`src/rtl/pc_gen_unit.sv`:
```
// pc_gen_unit
//   Program-counter stage of the STRV32I core. Holds the architectural PC,
//   selects the next fetch address (trap > buffered redirect > branch > +4),
//   buffers one redirect that arrives while the instruction bus is stalled,
//   flags misaligned branch/jump targets and pulses a one-cycle flush after
//   any applied redirect.
//
// Ports
//   clk_in               core clock, rising edge
//   rst_in               synchronous active-high reset
//   branch_taken_in      branch/JAL/JALR redirect request
//   jalr_in              current instruction is JALR (clear target bit 0)
//   iadder_in[31:0]      branch/jump target from the immediate adder
//   trap_taken_in        trap/interrupt/MRET redirect request
//   trap_address_in      trap vector or EPC
//   ahb_ready_in         instruction bus ready (0 = stall)
//   pc_out               registered PC of the current instruction
//   pc_plus_4_out        pc_out + 4 (link value)
//   next_pc_out          combinational fetch address
//   i_addr_valid_out     registered fetch-address valid
//   flush_out            registered one-cycle squash of the fetched instruction
//   misaligned_instr_out combinational: taken redirect to a non-word target

module pc_gen_unit #(
    parameter logic [31:0] RESET_VECTOR = 32'h0000_0000
) (
    input  logic        clk_in,
    input  logic        rst_in,
    input  logic        branch_taken_in,
    input  logic        jalr_in,
    input  logic [31:0] iadder_in,
    input  logic        trap_taken_in,
    input  logic [31:0] trap_address_in,
    input  logic        ahb_ready_in,
    output logic [31:0] pc_out,
    output logic [31:0] pc_plus_4_out,
    output logic [31:0] next_pc_out,
    output logic        i_addr_valid_out,
    output logic        flush_out,
    output logic        misaligned_instr_out
);

    typedef enum logic {
        S_RESET = 1'b0,
        S_RUN   = 1'b1
    } state_t;

    state_t      state_q, state_d;
    logic [31:0] pc_q, pc_d;
    logic        pending_valid_q, pending_valid_d;
    logic [31:0] pending_target_q, pending_target_d;
    logic        flush_q, flush_d;
    logic        addr_valid_q, addr_valid_d;

    logic [31:0] br_target;
    logic        misaligned;
    logic        branch_ok;
    logic        redirect;
    logic [31:0] next_pc;

    always_comb begin
        br_target  = jalr_in ? {iadder_in[31:1], 1'b0} : iadder_in;
        misaligned = (state_q == S_RUN) & branch_taken_in & br_target[1];
        // A misaligned branch is dropped here; the trap unit raises the
        // exception and redirects through trap_taken_in.
        branch_ok  = branch_taken_in & ~misaligned;

        state_d          = state_q;
        pc_d             = pc_q;
        pending_valid_d  = pending_valid_q;
        pending_target_d = pending_target_q;
        flush_d          = 1'b0;
        addr_valid_d     = addr_valid_q;
        redirect         = 1'b0;
        next_pc          = pc_q;

        if (state_q == S_RESET) begin
            // Redirect inputs are ignored until the first fetch is issued.
            next_pc         = RESET_VECTOR;
            pc_d            = RESET_VECTOR;
            pending_valid_d = 1'b0;
            addr_valid_d    = 1'b1;
            state_d         = S_RUN;
        end else begin
            addr_valid_d = 1'b1;
            if (ahb_ready_in) begin
                if (trap_taken_in) begin
                    next_pc  = trap_address_in;
                    redirect = 1'b1;
                end else if (pending_valid_q) begin
                    next_pc  = pending_target_q;
                    redirect = 1'b1;
                end else if (branch_ok) begin
                    next_pc  = br_target;
                    redirect = 1'b1;
                end else begin
                    next_pc = pc_q + 32'd4;
                end
                pc_d            = next_pc;
                pending_valid_d = 1'b0;
                flush_d         = redirect;
            end else begin
                // Stalled: PC holds. The fetch address only reflects a
                // redirect once it has been captured in the pending slot.
                next_pc = pending_valid_q ? pending_target_q : pc_q;
                if (trap_taken_in) begin
                    // A trap replaces whatever was buffered.
                    pending_target_d = trap_address_in;
                    pending_valid_d  = 1'b1;
                end else if (branch_ok && !pending_valid_q) begin
                    // The first buffered branch is the oldest; later ones
                    // belong to the wrong path and are discarded.
                    pending_target_d = br_target;
                    pending_valid_d  = 1'b1;
                end
            end
        end
    end

    always_ff @(posedge clk_in) begin
        if (rst_in) begin
            state_q          <= S_RESET;
            pc_q             <= RESET_VECTOR;
            pending_valid_q  <= 1'b0;
            pending_target_q <= 32'h0;
            flush_q          <= 1'b1;
            addr_valid_q     <= 1'b0;
        end else begin
            state_q          <= state_d;
            pc_q             <= pc_d;
            pending_valid_q  <= pending_valid_d;
            pending_target_q <= pending_target_d;
            flush_q          <= flush_d;
            addr_valid_q     <= addr_valid_d;
        end
    end

    assign pc_out               = pc_q;
    assign pc_plus_4_out        = pc_q + 32'd4;
    assign next_pc_out          = next_pc;
    assign i_addr_valid_out     = addr_valid_q;
    assign flush_out            = flush_q;
    assign misaligned_instr_out = misaligned;

endmodule

```
`config.mk`:
```
export PLATFORM = sky130hd
export DESIGN_NAME = pc_gen_unit
export DESIGN_NICKNAME = d
export VERILOG_FILES = /design/src/rtl/pc_gen_unit.sv
export SDC_FILE = /design/constraint.sdc
export NUM_CORES = 1
export LEC_CHECK = 0
export ABC_AREA = 1
export BUFFER_PORTS_ARGS = -buffer_cell sky130_fd_sc_hd__buf_2
export CORE_UTILIZATION = 55
export DETAILED_ROUTE_END_ITERATION = 8
export PLACE_DENSITY = 0.87
export REMOVE_ABC_BUFFERS = 1
export SKIP_LAST_GASP = 1
export SLEW_MARGIN = 20
export SYNTH_ARGS = -nofsm -noshare
export SYNTH_HDL_FRONTEND = slang
export SYNTH_SLANG_ARGS = --single-unit
```
`constraint.sdc`:
```
create_clock -name clk_in -period 3.17 [get_ports clk_in]
set_input_delay 0.634 -clock clk_in [delete_from_list [all_inputs] [get_ports clk_in]]
set_output_delay 0.634 -clock clk_in [all_outputs]
set_load 0.02 [all_outputs]
```
==> impl_metrics.ini, run 1 <==
[status]
outcome = complete, no violations

[detailed_routing]
finalWirelength_um = 16400
via_per_inst = 5.77
drc_errors = 0
final_antenna_net_count = 0
wl_per_cell_um = 15.3
vias = 6181
drt_iter0_markers = 549
firstDrtPassIters = 6

[sta]
worst_pin_slew_ns = 0.581
max_slew_margin = 0.612
setup_violations = 0
slew_viol_final = 0
max_clock_freq_mhz = 337
hold_viol = 0
period_minus_slack_ns = 2.97
rsz0062_at_grt = no
fin_crit_sh = 0.936
finalSetupTns_ns = 0
finClkSkew_ns = 0.00706

[clock_network]
holdBufCountCts = 0
post-cts-setup-buffer-count = 0
post_cts_resized = 0
cts_tree = done
clkSinkCount = 67
cts_buffer_depth = 2
insertion_delay_ns = 0.35
cts_buffers = 9
cts_max_level = 3
ctsRootBufferMaster = clkbuf_8
clk_pin_slew_worst_paths_ns = 0.07

[global_routing]
grt_pass1_vias = 5587
grt_max_degree = 56
grt_pass1_wl_um = 26200
grtUsageTotal = 0.366
antenna_found_initial = 0
grt.overflow.total = 0

[power]
total_power_mw = 2.19
irDropWorstVdd_mv = 0.196
p_leak_nw = 3.01
p_per_area_nw_per_um2 = 361

[floorplan]
core_um2 = 8680
die_w_um = 96.4
io_pins = 169
chipHeight_um = 96.4
die-area_um2 = 9290
initial_utilization = 0.565
num_rows = 34

[logic_synthesis]
post_synth.cell_area_avg_um2 = 6.09
synthesis.instances = 805
synth_fa_ha_area_frac = 0.00255
yosys.area_share.simple = 0.374
synth_top_family_by_area = simple AND/OR/NAND/NOR gates
synth_top_area_share = 0.274
synth_mux_area_frac = 0
ys_seq_area_frac = 0.274
synth_area_leaders = dfxtp_1 (27%), nand2_1 (24%), o21ai_0 (6.5%)
synth_cell_types = 40
yosysWarningCount = 0
synth_area_leader_cell = dfxtp_1
netlist_area_um2 = 4900
synth_xor_area_frac = 0.0398
ys_ff_latch = 67
synth-compound-area-share = 0.220

[worst_setup_path]
path_max_fanout = 6
crit_path_end_kind = primary output
slowest_delay_ns = 0.41
crit_required_ns = 2.54
path_common_cell = nand2_1
crit_arrival_ns = 2.33
start_kind = flip-flop
timing.setup.critical_path_class = reg2out
crit_buf_inv = 2
slowest_stage = dfxtp_2
critPathTopFamily = simple AND/OR/NAND/NOR gates
path_cells = inv_1, nor2_2, nand3_1, nor2_4, nand3_1, xor2_1, nand2_1, nand2_1, nand2_1, nand2_1, buf_2

[cells_and_area]
diodes = 0
final_nets = 1029
multiInputGateArea_um2 = 3130
mostFrequentLayoutCell = nand2_1
mostFrequentLayoutCells = nand2_1 (311), buf_2 (168), o21ai_0 (64), dfxtp_1 (64), inv_1 (54)
seqCellArea_um2 = 1350
n_fill_cell = 812
area_growth_pct = 23.7
drive_gt1_frac = 0.258

[placement]
routabilityCongestion = 0.969
portBuffers = 168
dpl.hpwl_um = 11600

[min_path]
hold_class = reg2reg

[run]
maxCapViolations = 0
## tightest hold or removal path, stage by stage, from the launching register on
cell     delay (ns)
dfxtp_1        0.34
nand2_1        0.07
nand2_1        0.05
## through the flow
stage	hold slack [ns]	std cells	setup slack, ns	utilization	area, µm²
2_1_floorplan	0.494	760	-0.0782	-	4680
6_report	0.509	1071	0.203	0.699	6060
3_5_place_dp	0.502	1055	0.383	0.673	5840
4_1_cts	0.513	1071	0.0241	0.696	6040
3_3_place_gp	0.480	1055	0.448	0.673	5840
5_1_grt	0.534	1071	0.0320	0.699	6060
## where the power goes
group / internal [mW] / total [mW] / switching, mW
sequential: 0.883 / 0.921 / 0.0383
combinational: 0.172 / 0.494 / 0.322
clock: 0.430 / 0.771 / 0.341
total: 1.48 / 2.19 / 0.701
## routing by layer
layer | up-vias | wire length (µm) | track usage
met5 | - | 0 | 0
met4 | 0 | 471 | 0.168
met3 | 50 | 1860 | 0.0696
met2 | 437 | 7410 | 0.589
met1 | 2747 | 6630 | 0.474
li1 | 2947 | - | -
## cells in the mapped netlist
| master | count |
|---|---|
| nor2_2 | 4 |
| o2111ai_1 | 1 |
| buf_4 | 9 |
| nor2_8 | 2 |
| a21boi_0 | 3 |
| nand2_1 | 311 |
| a32oi_1 | 2 |
| o211ai_1 | 5 |
| o21a_1 | 10 |
| a21oi_4 | 1 |
| nor3_1 | 3 |
| o21ai_0 | 64 |
| nand2_2 | 8 |
| ha_1 | 1 |
| clkinv_1 | 1 |
| o221ai_1 | 2 |
| a21oi_1 | 42 |
| o21ai_2 | 2 |
| xor2_1 | 11 |
| buf_2 | 13 |
| a21oi_2 | 2 |
| nand3_1 | 40 |
| xor2_2 | 5 |
| nor2_4 | 7 |
| a31oi_1 | 39 |
| and2_1 | 5 |
| nor2_1 | 38 |
| o22ai_1 | 7 |
| dfxtp_1 | 67 |
| or2_2 | 6 |
| nand2_4 | 1 |
| nand4_1 | 3 |
| inv_1 | 54 |
| o21ai_1 | 4 |
| clkbuf_1 | 23 |
| inv_2 | 4 |
| nor3_2 | 1 |
| nor4_1 | 1 |
| xnor2_1 | 2 |
| a21o_1 | 1 |
## path summary, 6_finish.rpt
path | startpoint | slack [ns] | endpoint | cells after the start
worst max register to register | i_addr_valid_out | 1.11 | pending_target_q[28] | 8
worst min-delay path | pc_out[31] | 0.51 | pc_out[31] | 2
worst max-delay path | pc_out[2] | 0.20 | next_pc_out[23] | 11
worst min register to register | pc_out[31] | 0.51 | pc_out[31] | 2
## sequential cells by signal, summed over array words and instances, names as in the netlist
register / cells
pending_valid_q: 1
pending_target_q: 32
i_addr_valid_out: 1
pc_out: 32
flush_out: 1
## final cells by class
| type | count | area share |
|---|---|---|
| repair buffers | 187 | 0.168 |
| clock inverters | 1 | 0.00495 |
| inverters | 59 | 0.0365 |
| flip-flops and latches | 67 | 0.222 |
| clock buffers | 15 | 0.0291 |
| multi-input cells | 634 | 0.517 |
| well taps | 108 | 0.0223 |
## cells by family after synthesis
family / after synthesis
flip-flops: 67
buffers and inverters: 104
AND/OR/NAND/NOR: 430
AO/OA/AOI/OAI: 185
adder cells (fa/ha/maj): 1
XOR/XNOR: 18
(Power assumes the default switching activity.)
==> run 2: changes to the inputs <==
Settings changed: CAP_MARGIN set to 20, CORE_UTILIZATION 55 to 51, PLACE_DENSITY 0.87 to 0.81.
Clock period 3.17 ns to 2.77 ns, I/O delays scaled along.
==> run 2 against run 1 <==
First-iteration DRC count is 30% lower. Worst setup slack got worse by 0.11 ns. Sequential share of layout area is 0.73 points lower. Clock power is 11% higher. Register-to-register slack got worse by 0.80 ns. Die area increased by 7.7%. Non-clock buffer count is 20 higher. Wire length up 1.5%. Combinational power is 20% higher. Clock skew up 0.0028 ns. Count of clock-buffer cells in the layout shrank 5. Global-route usage is 2.4 points lower. Critical path type unchanged. Critical endpoint is now next_pc_out[17]. Largest power group unchanged.
==> impl_metrics.ini, run 2 (same netlist as run 1, synthesis figures left out) <==
[clock_network]
insertion_delay_ns = 0.35
cts_buffer_depth = 2
cts_tree = done
cts_buffers = 9
clk_pin_slew_worst_paths_ns = 0.08
cts_max_level = 3
clkSinkCount = 67
holdBufCountCts = 0
ctsRootBufferMaster = clkbuf_8

[worst_setup_path]
r2r_slack_ns = 0.31
path_max_fanout = 5
slowest_delay_ns = 0.36
slowest_stage = dfxtp_2
crit_required_ns = 2.22
path_cells = buf_4, nand2_2, nor2_4, nand2_4, nor2_8, xor2_2, nand2_1, nand2_1, nand2_1, a21oi_2, buf_2
crit_path_end_kind = primary output
timing.setup.critical_path_class = reg2out
crit_arrival_ns = 2.12
start_kind = flip-flop
path_common_cell = nand2_1

[cells_and_area]
diodes = 0
final_cell_area_um2 = 6310
finalCoreUtilization = 0.680
mostFrequentLayoutCells = nand2_1 (309), buf_2 (165), o21ai_0 (64)
final_nets = 1049
area_growth_pct = 28.9
mostFrequentLayoutCell = nand2_1
drive_gt1_frac = 0.300

[detailed_routing]
final_antenna_net_count = 0
firstDrtPassIters = 8
via_per_inst = 5.45
finalWirelength_um = 16600
vias = 6061
wl_per_cell_um = 14.9
drc_errors = 0
drt_iter0_markers = 384

[floorplan]
chipHeight_um = 100
initial_utilization = 0.528
num_rows = 35
core_um2 = 9280
io_pins = 169
die_w_um = 100
die-area_um2 = 10000

[min_path]
hold_class = in2reg

[placement]
routabilityCongestion = 0.913
dpl.hpwl_um = 12200
place_area_um2 = 5990
portBuffers = 168

[run]
maxCapViolations = 0

[sta]
period_minus_slack_ns = 2.68
fin_crit_sh = 0.966
finClkSkew_ns = 0.00985
rsz0062_at_grt = yes
worst_pin_slew_ns = 1.09
max_slew_margin = 0.269
setup_violations = 0
max_clock_freq_mhz = 374
slew_viol_final = 0
hold_viol = 0

[power]
p_leak_nw = 3.13
p_per_area_nw_per_um2 = 395
irDropWorstVdd_mv = 0.259
total_power_mw = 2.49

[global_routing]
grt_max_degree = 33
antenna_found_initial = 0
grt_pass1_wl_um = 27200
grtUsageTotal = 0.342
grt.overflow.total = 0
grt_pass1_vias = 5687

[status]
outcome = complete, no violations
-- run 2: layout make-up --
type / count / area [µm²]
inverters: 59 / 221
multi-input cells: 634 / 3200
clock inverters: 6 / 65.1
well taps: 129 / 161
clock buffers: 10 / 138
flip-flops and latches: 67 / 1360
repair buffers: 207 / 1170
fillers: 883 / 2970
-- run 2: worst paths after layout --
path                            from                  end  cells past startpoint
hold / removal    trap_address_in[4]  pending_target_q[4]                      3
setup / recovery           pc_out[3]      next_pc_out[17]                     11
hold reg to reg           pc_out[31]           pc_out[31]                      2
setup reg to reg    i_addr_valid_out            pc_out[0]                      6
-- run 2: report_power, final --
part	switching [mW]	total [mW]	leakage, nW	internal (mW)
logic	0.381	0.591	2.48	0.211
registers	0.0357	1.05	0.552	1.01
clock network	0.416	0.856	0.102	0.441
total	0.832	2.49	3.13	1.66
-- run 2: per-stage QoR --
step                std cells  hold WS (ns)  TNS [ns]  setup slack, ns
floorplan                 760         0.494     -6.58           -0.398
global placement         1094         0.487         0            0.293
detailed placement       1094         0.483         0            0.236
CTS                      1110         0.454   -0.0422          -0.0329
global route             1112         0.469    -0.149          -0.0589
finish                   1112         0.464         0           0.0948
-- run 2: layer usage --
| metal | GRT usage | part of all wire |
|---|---|---|
| met1 | 0.450 | 0.43 |
| met2 | 0.569 | 0.47 |
| met3 | 0.0515 | 0.087 |
| met4 | 0.125 | 0.021 |
| met5 | 0 | 0 |
-- run 2: critical path, delay by kind of cell, from the launching register on --
family	cells	cell delay, ns
simple gates	7	0.74
flops	1	0.36
buf+inv	2	0.32
xor+xnor	1	0.20
compound gates	1	0.14
-- run 2: repair_timing --
action,in CTS,in global routing
setup buffers,0,2
setup endpoints to repair,7,26
resized for setup,5,31
pin swaps,0,7
